File: config.mk
export PLATFORM = sky130hd
export DESIGN_NAME = uart_tx
export DESIGN_NICKNAME = d
export VERILOG_FILES = /design/src/rtl/uart_tx.sv
export SDC_FILE = /design/constraint.sdc
export NUM_CORES = 1
export LEC_CHECK = 0
export BUFFER_PORTS_ARGS = -buffer_cell sky130_fd_sc_hd__buf_4
export CELL_PAD_IN_SITES_DETAIL_PLACEMENT = 0
export CELL_PAD_IN_SITES_GLOBAL_PLACEMENT = 1
export CORE_ASPECT_RATIO = 1.25
export CORE_MARGIN = 4
export CORE_UTILIZATION = 40
export CTS_CLUSTER_DIAMETER = 60
export DETAILED_ROUTE_END_ITERATION = 12
export GPL_TIMING_DRIVEN = 0
export PLACE_DENSITY_LB_ADDON = 0.1
export SLEW_MARGIN = 20
export SYNTH_ARGS = -nofsm -noshare
export SYNTH_HDL_FRONTEND = slang
export SYNTH_SLANG_ARGS = --single-unit
File: constraint.sdc
create_clock -name clk -period 1.7 [get_ports clk]
set_input_delay 0.085 -clock clk [delete_from_list [all_inputs] [get_ports clk]]
set_output_delay 0.085 -clock clk [all_outputs]
set_load 0.05 [all_outputs]
File: src/rtl/uart_tx.sv
// 8N1 UART transmitter: one start bit, eight data bits LSB first, one stop bit.
// A byte is accepted on tx_start while idle; tx_out and tx_busy come straight from flops.
module uart_tx #(
    parameter int CLK_FREQ  = 12_000_000,
    parameter int BAUD_RATE = 9600
) (
    input  logic       clk,
    input  logic       reset,
    input  logic       tx_start,
    input  logic [7:0] data_in,
    output logic       tx_out,
    output logic       tx_busy
);

    localparam int BAUD_CYCLES = CLK_FREQ / BAUD_RATE;
    localparam int CNT_W       = (BAUD_CYCLES > 1) ? $clog2(BAUD_CYCLES) : 1;

    localparam logic [CNT_W-1:0] CNT_ZERO = CNT_W'(0);
    localparam logic [CNT_W-1:0] CNT_ONE  = CNT_W'(1);
    localparam logic [CNT_W-1:0] CNT_MAX  = CNT_W'(BAUD_CYCLES - 1);

    typedef enum logic [1:0] {
        ST_IDLE  = 2'd0,
        ST_START = 2'd1,
        ST_DATA  = 2'd2,
        ST_STOP  = 2'd3
    } state_t;

    state_t            state_r;
    state_t            state_next_s;
    logic [7:0]        shift_r;
    logic [7:0]        shift_next_s;
    logic [2:0]        bit_idx_r;
    logic [2:0]        bit_idx_next_s;
    logic [CNT_W-1:0]  baud_cnt_r;
    logic [CNT_W-1:0]  baud_cnt_next_s;
    logic              tx_next_s;
    logic              busy_next_s;
    logic              baud_tick_s;

    assign baud_tick_s = (baud_cnt_r == CNT_MAX);

    // Next-state, next-output and datapath update for the frame sequencer
    always_comb begin
        state_next_s    = state_r;
        shift_next_s    = shift_r;
        bit_idx_next_s  = bit_idx_r;
        baud_cnt_next_s = baud_cnt_r;
        tx_next_s       = tx_out;
        busy_next_s     = tx_busy;

        case (state_r)
            ST_IDLE: begin
                tx_next_s       = 1'b1;
                busy_next_s     = 1'b0;
                baud_cnt_next_s = CNT_ZERO;
                if (tx_start) begin
                    // The start bit appears on the very edge that accepts the byte
                    shift_next_s   = data_in;
                    bit_idx_next_s = 3'd0;
                    tx_next_s      = 1'b0;
                    busy_next_s    = 1'b1;
                    state_next_s   = ST_START;
                end else begin
                    state_next_s = ST_IDLE;
                end
            end

            ST_START: begin
                if (baud_tick_s) begin
                    baud_cnt_next_s = CNT_ZERO;
                    tx_next_s       = shift_r[0];
                    shift_next_s    = {1'b0, shift_r[7:1]};
                    bit_idx_next_s  = 3'd0;
                    state_next_s    = ST_DATA;
                end else begin
                    baud_cnt_next_s = baud_cnt_r + CNT_ONE;
                end
            end

            ST_DATA: begin
                if (baud_tick_s) begin
                    baud_cnt_next_s = CNT_ZERO;
                    if (bit_idx_r < 3'd7) begin
                        tx_next_s      = shift_r[0];
                        shift_next_s   = {1'b0, shift_r[7:1]};
                        bit_idx_next_s = bit_idx_r + 3'd1;
                    end else begin
                        tx_next_s    = 1'b1;
                        state_next_s = ST_STOP;
                    end
                end else begin
                    baud_cnt_next_s = baud_cnt_r + CNT_ONE;
                end
            end

            ST_STOP: begin
                tx_next_s = 1'b1;
                if (baud_tick_s) begin
                    baud_cnt_next_s = CNT_ZERO;
                    busy_next_s     = 1'b0;
                    state_next_s    = ST_IDLE;
                end else begin
                    baud_cnt_next_s = baud_cnt_r + CNT_ONE;
                end
            end

            default: begin
                state_next_s    = ST_IDLE;
                baud_cnt_next_s = CNT_ZERO;
                bit_idx_next_s  = 3'd0;
                tx_next_s       = 1'b1;
                busy_next_s     = 1'b0;
            end
        endcase
    end

    // State, datapath and registered line outputs; reset aborts any frame in flight
    always_ff @(posedge clk) begin
        if (reset) begin
            state_r    <= ST_IDLE;
            shift_r    <= 8'h00;
            bit_idx_r  <= 3'd0;
            baud_cnt_r <= CNT_ZERO;
            tx_out     <= 1'b1;
            tx_busy    <= 1'b0;
        end else begin
            state_r    <= state_next_s;
            shift_r    <= shift_next_s;
            bit_idx_r  <= bit_idx_next_s;
            baud_cnt_r <= baud_cnt_next_s;
            tx_out     <= tx_next_s;
            tx_busy    <= busy_next_s;
        end
    end

endmodule

Word level (Yosys, flattened, before mapping)
Cells that the tools add are included.
{"block": "classes", "addsub": 2, "magnitude_cmp": 1, "n_eq_ne": 10, "n_mux": 26, "n_reduce_logical": 8}
{"op": "two-way mux 8 bit", "n": 4}
{"op": "one-hot mux 8 bit (3 select lines)", "n": 1}
{"op": "one-hot mux 11 bit (2 select lines)", "n": 1}
{"op": "two-way mux 3 bit", "n": 4}
{"op": "!= test 2 bit (second input constant)", "n": 6}
{"op": "adder 11 x 1 -> 11 bit (second input constant)", "n": 1}
{"op": "== test 11 bit (second input constant)", "n": 1}
{"op": "two-way mux 11 bit", "n": 1}
{"op": "one-hot mux 3 bit (3 select lines)", "n": 1}
{"op": "two-way mux 2 bit", "n": 4}
{"op": "one-hot mux 2 bit (4 select lines)", "n": 1}
{"op": "two-way mux 1 bit", "n": 7}
{"op": "AND reduction 5 bit", "n": 1}
{"op": "== test 2 bit (second input constant)", "n": 2}
{"op": "one-hot mux 1 bit (4 select lines)", "n": 1}
{"op": "AND reduction 2 bit", "n": 2}
{"op": "AND reduction 4 bit", "n": 1}
{"op": "adder 3 x 1 -> 3 bit (second input constant)", "n": 1}
{"op": "less-than comparator 3 bit (second input constant)", "n": 1}
{"op": "nonzero test 3 bit", "n": 1}
{"op": "OR reduction 3 bit", "n": 1}
{"op": "== test 2 x 1 -> 1 bit (second input constant)", "n": 1}
{"op": "logical NOT 2 bit", "n": 1}
{"op": "one-hot mux 1 bit (2 select lines)", "n": 1}
{"op": "nonzero test 2 bit", "n": 1}
{"block": "totals", "ff_bits": 26}

Longest topological paths before layout
Gate-level depths: netlist (run 1).
{"block": "depth", "word_depth": 4, "mapped_depth": 8}

Worst setup path after synthesis (run 1)
No wires, ideal clock.
{"block": "synth_path", "path_kind": "register to register", "startpoint": "register state_r[0]", "endpoint": "register tx_out", "setup_ps": 120, "t_arrival_ps": 1642, "required_ps": 1580, "path_slack_ps": -62, "path_stages_with_launch": 7, "cell_sequence": "dfxtp_1 inv_1 ha_1 or2_2 a211oi_1 a22oi_1 a211o_2"}
{"block": "synth_via", "elab_chain_cells": 3, "word_cells_on_any_way": 8}
{"element": "from (decl)", "line": "29", "source": "state_t state_r;"}
{"element": "from (signal assigned)", "line": "128", "source": "state_r <= state_next_s;"}
{"element": "== test 2 x 1 -> 1 bit / == test 2 bit (equally long branches)", "line": "52", "source": "case (state_r)"}
{"element": "!= test 2 bit (no source line)"}
{"element": "AND reduction 2 bit (no source line)"}
{"element": "to (signal assigned)", "line": "132", "source": "tx_out <= tx_next_s;"}
{"element": "to (decl)", "line": "11", "source": "output logic tx_out,"}
Parallel ways exist; a longest one is shown, timed or not.
A chain may end at the register's enable or synchronous reset.

Worst setup path in the final report (run 1)
{"block": "layout_path", "startpoint": "register baud_cnt_r[3]", "endpoint": "register tx_out"}
{"block": "layout_via", "elab_chain_cells": 3, "word_cells_on_any_way": 4}
{"element": "from (decl)", "line": "35", "source": "logic [CNT_W-1:0] baud_cnt_r;"}
{"element": "from (signal assigned)", "line": "131", "source": "baud_cnt_r <= baud_cnt_next_s;"}
{"element": "== test 11 bit *", "line": "41", "source": "assign baud_tick_s = (baud_cnt_r == CNT_MAX);"}
{"element": "!= test 2 bit (no source line)"}
{"element": "AND reduction 2 bit (no source line) *"}
Every way passes the cells marked *; elsewhere a longest branch is shown, timed or not.

==> metrics.md, run 1 <==
| Metric | Value |
|---|---|
| CP Max Fanout | 5 |
| DR iter-0 viols | 35 |
| Fmax achieved | ~0.6 GHz |
| Mapped Nets | 165 |
| Tightest Hold Check Type | in -> reg |
| Clock H-tree levels | 1 |
| Global route overflow | 0 |
| DR pass1 iterations | 4 |
| RSZ-0062 raised after global routing | yes |
| CTS tree | yes |
| Die outline area | 4500 µm² |
| Worst-margin pin slew | 0.659 ns |
| Clk slew on worst S/H paths | 0.09 ns |
| First-pass GRT wire length | 4990 µm |
| Reg-to-reg slack, setup | 0.008 ns |
| Number of cells on the critical path | 5 |
| Commonest non-fill, non-tap cell in the layout | buf_4 |
| Synthesis Warnings | 0 |
| Buffers on Ports | 12 |
| Power Density | around 1500 nW/µm² |
| Lkg Pwr | 0.640 nW |
| Count of cell types in the netlist | 44 |
| CP max stage cell | or3_4 |
| Largest net degree at the start of global routing | 15 |
| Worst Setup SP | baud_cnt_r[3]$_SDFF_PP0_ |
| GRT Resource Usage Total | 0.145 |
| Synth top area cells | dfxtp_1, ha_1, mux2i_1 |
| Placed insts | between 150 and 200 |
| Initial Utilization | 0.425 |
| CP peak stage delay | 0.42 ns |
| Maxcap violations | 0 |
| CTS root buffer | clkbuf_8 |
| WL final | approximately 3000 µm |
| Vias per cell | 5.49 |
| Final setup viols | 0 |
| Status | finished clean |
| Residual DRC | 0 |
| Die H | 74.0 µm |
| Syn Inst Count | 146 |
| Hold Fails Final Rpt | 0 |
| CP endpoint | tx_out$_SDFFE_PP1P_ |
| Setup TNS Final | 0 ns |
| Mapped cell area | 1400 µm² |
| Avg Cell Area, Syn | 9.56 µm² |
| Row count | 23 |
| Worst-skew pair later-pin latency | 0.27 ns |
| CP Cell Sequence | or3_4, o31ai_4, buf_6, nor2_2, a211o_2 |
| DR vias | about 1.1k |
| Commonest cells after routing, fill and taps aside | buf_4, dfxtp_1, nor2_1, mux2i_1 |
| Hpwl dp | 2140 µm |
| Seq/Total Area, Yosys | 0.373 |
| Worst r2r src | baud_cnt_r[3]$_SDFF_PP0_ |
| Final instance area | 1770 µm² |
| Fin crit share | 0.995 |
| Final max-slew violation count | 0 |
| Clock Skew | 0.00625 ns |
| Top Ports | 13 |
| Fraction of registers with async set/reset | 0 |
| Ratio of cells with drive above 1 in the final layout | 0.390 |
| Final instance count without filler cells | 209 |
| Largest delay contributor family on the critical path | compound AO/OA/AOI/OAI gates |
| Share of Yosys cell area claimed by the top area cell type | 0.373 |
| VDD IR max | 0.844 mV |
| Post-synth EDFFs | 0 |
| Clk sinks | 26 |
| Vias in the first global route | ~1.1k |
| Critical path data arrival time | 1.86 ns |
| DP Area | approximately 1500 µm² |
| CTS Buf Count | 3 |
| Critical path buffers and inverters | 1 |
| Fin nets | 192 |
| Initial antenna violation count | 0 |
| Antenna-violating nets left | 0 |
| Worst hold slack | 0.0624 ns |
| Setup crit start kind | flip-flop |
| Relative slew slack | 0.561 |
| Core Region | 3280 µm² |
| GPL Wtd Cong | 0.726 |
| Clock Tree Buf Depth | 2 |
| DR WL/cell | approximately 14 µm |
| Area growth syn-to-layout | 26.9% |
| Fin crit period | approximately 1.7 ns |
| CP required | 1.87 ns |
| Area leader, netlist | dfxtp_1 |
| Worst reg-to-reg path cell count | 5 |
| #FFs+latches synth | 26 |
| Critical path endpoint category | flip-flop |
| Main synth FF type | dfxtp_1 |
| Reg-to-Reg End | tx_out$_SDFFE_PP1P_ |
| Critical path type | reg -> reg |
| Die X-Extent | 60.8 µm |
| Diode count | 0 |
-- worst min-delay path, stage by stage --
cell	delay, ns
buf_4	0.07
nand4_1	0.06
o21ai_1	0.08
-- where the power goes --
part	leakage, nW	internal (W)	switching, W
clock network	0.0288	0.000207	0.000198
registers	0.216	0.000751	0.0000972
logic	0.395	0.000640	0.000737
-- how the worst min path moves through the flow --
stage / end / from / slack, ns / depth (start not counted)
floorplan: shift_r[7]$_SDFFE_PP0P_ / data_in[7] / 0.23 / 2
global placement: shift_r[7]$_SDFFE_PP0P_ / data_in[7] / 0.33 / 3
detailed placement: shift_r[7]$_SDFFE_PP0P_ / data_in[7] / 0.34 / 3
CTS: shift_r[7]$_SDFFE_PP0P_ / data_in[7] / 0.05 / 3
global route: shift_r[7]$_SDFFE_PP0P_ / data_in[7] / 0.08 / 3
finish: shift_r[7]$_SDFFE_PP0P_ / data_in[7] / 0.06 / 3
-- flip-flops by register name, summed over array words and instances (netlist names) --
signal and flops:
bit_idx_r 3, tx_out 1, tx_busy 1, baud_cnt_r 11
state_r 2, shift_r 8
-- synthesized netlist by cell type (2+ instances only) --
cell / n
a2111o_1: 2
a211oi_1: 3
a211oi_2: 5
a21oi_1: 6
a21oi_2: 5
a311oi_1: 2
buf_6: 2
clkbuf_1: 2
dfxtp_1: 26
ha_1: 8
inv_1: 6
mux2i_1: 8
nand2_1: 7
nand2b_1: 3
nand3_1: 6
nand4_1: 4
nor2_1: 14
nor3_1: 3
o21ai_0: 2
xnor2_1: 5
xor2_1: 4
-- cell families after synthesis --
group / synth area share
flops: 0.373
fa+ha+maj: 0.0718
buf+inv: 0.0493
simple gates: 0.183
compound gates: 0.209
xor+xnor: 0.0565
mux: 0.0574
-- routing by layer --
layer	global-route usage	wire length [µm]	vias up
met5	0	0	-
met4	0.0530	24	0
met3	0.0313	134	2
met2	0.260	1580	20
met1	0.163	1240	546
li1	-	-	580
-- cell type report --
class	instances	area, µm²
flip-flops and latches	26	536
repair buffers	24	184
multi-input cells	107	890
inverters	6	25.0
plain buffers	5	35.0
clock buffers	4	55.1
well taps	37	46.3
fillers	318	1510
-- metrics by stage --
step	utilization	total power [W]	setup WS [ns]
finish	0.540	0.00263	0.00797
global route	0.540	0.00280	-0.0423
CTS	0.518	0.00259	0.00169
detailed placement	0.468	0.00201	-0.206
global placement	0.468	0.00198	-0.127
floorplan	-	0.00177	0.0290
-- timing repair --
action                     4_1_cts  5_1_grt
hold buffers                     0        0
hold endpoints to repair         0        0
setup endpoints to repair       24       23
pin swaps                        2        9
buffers inserted                 8        4
resized for setup               14       13
(Power assumes the default switching activity.)
==> run 2, diff against run 1 <==
Settings changed: RECOVER_POWER from default to 25.
==> metrics.md, run 2 (same netlist as run 1, synthesis figures left out) <==
| Metric | Value |
|---|---|
| HP Start | data_in[7] |
| Reg-to-reg slack, setup | 0.008 ns (about the same) |
| Final setup viols | 0 (unchanged) |
| Buffers on Ports | 12 (unchanged) |
| CP Max Fanout | 5 (unchanged) |
| Global route overflow | 0 (unchanged) |
| Worst reg-to-reg path cell count | 5 (unchanged) |
| Hold path endpoint | shift_r[7]$_SDFFE_PP0P_ |
| Hpwl dp | 2140 µm (unchanged) |
| Residual DRC | 0 (unchanged) |
| Worst-margin pin slew | 0.658 ns (-0.000167 ns) |
| Fin nets | 192 (unchanged) |
| Clock H-tree levels | 1 (unchanged) |
| Largest net degree at the start of global routing | 15 (unchanged) |
| CTS Buf Count | 3 (unchanged) |
| Worst Setup SP | baud_cnt_r[3]$_SDFF_PP0_ |
| DP Area | 1540 µm² (unchanged) |
| Antenna-violating nets left | 0 (unchanged) |
| Power Density | 1480 nW/µm² (-0.12%) |
| CP required | 1.87 ns (about the same) |
| Final instance count without filler cells | 209 (unchanged) |
| DR iter-0 viols | 37 (+5.7%) |
| Maxcap violations | 0 (unchanged) |
| Initial antenna violation count | 0 (unchanged) |
| Die X-Extent | 60.8 µm (unchanged) |
| Clk slew on worst S/H paths | 0.09 ns (about the same) |
| Internal power | 0.00158 W (-1.1%) |
| GRT Resource Usage Total | 0.145 (unchanged) |
| Largest register FFs | 11 (unchanged) |
| Critical path data arrival time | 1.86 ns (about the same) |
| Top reg by flops | baud_cnt_r |
| Final max-slew violation count | 0 (unchanged) |
| WL final | 2990 µm (+0.47%) |
| CTS tree | yes |
| Biggest regs | baud_cnt_r (11), shift_r (8), bit_idx_r (3) |
| Switching Fraction | 0.395 (+0.00286) |
| DR WL/cell | 14.3 µm (+0.47%) |
| Hold Path Cell Cnt | 3 (unchanged) |
| Clock Tree Buf Depth | 2 (unchanged) |
| P_sw | 0.00103 W (+0.11%) |
| Setup TNS Final | 0 ns (unchanged) |
| Lkg Pwr | 0.632 nW (-1.2%) |
| Commonest cells after routing, fill and taps aside | dfxtp_1, buf_4, nor2_1, mux2i_1 |
| Worst hold slack | 0.0576 ns (-0.00487 ns) |
| Worst r2r src | baud_cnt_r[3]$_SDFF_PP0_ |
| Placed insts | 195 (unchanged) |
| Critical path type | reg -> reg |
| Relative slew slack | 0.561 (about the same) |
| First-pass GRT wire length | 4990 µm (unchanged) |
| Area growth syn-to-layout | 26.3% |
| GPL Wtd Cong | 0.726 (unchanged) |
| Total Power | 0.00261 W (-0.61%) |
| Vias per cell | 5.49 (unchanged) |
| Core Region | 3280 µm² (unchanged) |
| Die H | 74.0 µm (unchanged) |
| Ratio of cells with drive above 1 in the final layout | 0.372 (-0.0174) |
| Status | finished clean |
| Worst-skew pair later-pin latency | 0.27 ns (about the same) |
| Die outline area | 4500 µm² (unchanged) |
| Row count | 23 (unchanged) |
| Diode count | 0 (unchanged) |
| Final instance area | 1760 µm² (-0.49%) |
| Clk sinks | 26 (unchanged) |
| VDD IR max | 0.846 mV (+0.18%) |
| Clock Skew | 0.00601 ns (-0.000247 ns) |
| Reg-to-Reg End | tx_out$_SDFFE_PP1P_ |
| DR pass1 iterations | 4 (unchanged) |
| Critical path endpoint category | flip-flop |
| RSZ-0062 raised after global routing | yes |
| Fin crit period | 1.69 ns (+0.000424 ns) |
| Top Ports | 13 (unchanged) |
| Initial Utilization | 0.425 (unchanged) |
| Fin crit share | 0.996 (about the same) |
| Sequential power share | 0.324 (+0.002) |
| Combinational power share | 0.522 (-0.002) |
| DR vias | 1148 (unchanged) |
| Tightest Hold Check Type | in -> reg |
| Setup crit start kind | flip-flop |
| Hold Fails Final Rpt | 0 (unchanged) |
| CTS root buffer | clkbuf_8 |
| Fmax achieved | 0.591 GHz (about the same) |
| Clock group share of total power | 0.155 (about the same) |
| Vias in the first global route | 1132 (unchanged) |
[run 2: changes by cell type in the layout (fill, tap and decap cells not counted)]
cell	before	now
buf_4	23	21
clkbuf_1	2	4
dfxtp_1	20	21
dfxtp_2	3	2
[run 2: worst max-delay path by stage]
stage                                    end  slack, ns  depth (start not counted)
finish                   tx_out$_SDFFE_PP1P_      0.008                          5
global route             tx_out$_SDFFE_PP1P_      -0.04                          5
CTS                 baud_cnt_r[6]$_SDFF_PP0_      0.002                          5
detailed placement   shift_r[4]$_SDFFE_PP0P_      -0.21                          8
global placement     shift_r[5]$_SDFFE_PP0P_      -0.13                          8
floorplan            shift_r[4]$_SDFFE_PP0P_       0.03                          8
[run 2: layout make-up]
class / instances / area (µm²)
Sequential cell: 26 / 534
Multi-Input combinational cell: 107 / 890
Clock buffer: 4 / 55.1
Inverter: 6 / 25.0
Timing Repair Buffer: 24 / 176
Buffer: 5 / 35.0
Tap cell: 37 / 46.3
Fill cell: 320 / 1520
[run 2: what timing repair did]
| action | 4_1_cts | 5_1_grt |
|---|---|---|
| setup buffers | 8 | 4 |
| hold buffers | 0 | 0 |
| pin swaps | 2 | 9 |
| endpoints found under the setup margin | 24 | 23 |
| gates resized for setup | 14 | 13 |
[run 2: worst max-delay path, stage by stage (launching register included)]
cell and delay (ns):
dfxtp_4 0.37, or3_4 0.42, o31ai_4 0.35, buf_6 0.17, nor2_2 0.03, a211o_2 0.25
[run 2: power groups by stage]
stage / sequential (W) / combinational, W / clock (W)
3_5_place_dp: 0.000852 / 0.00116 / 0
6_report: 0.000846 / 0.00136 / 0.000404
5_1_grt: 0.000864 / 0.00148 / 0.000439
3_3_place_gp: 0.000844 / 0.00114 / 0
2_1_floorplan: 0.000892 / 0.000878 / 0
4_1_cts: 0.000845 / 0.00132 / 0.000424
[run 2: through the flow]
step                      setup WS [ns]  utilization
after floorplan                  0.0290            -
after global placement           -0.127        0.468
after detailed placement         -0.206        0.468
after CTS                       0.00169        0.518
after global routing            -0.0423        0.537
final                           0.00754        0.537
[run 2: metal layers]
layer | vias to the layer above | global-route usage | wire length, µm
met1 | 546 | 0.163 | 1260
met2 | 20 | 0.260 | 1580
met3 | 2 | 0.0313 | 123
li1 | 580 | - | -
met5 | - | 0 | 0
met4 | 0 | 0.0530 | 24
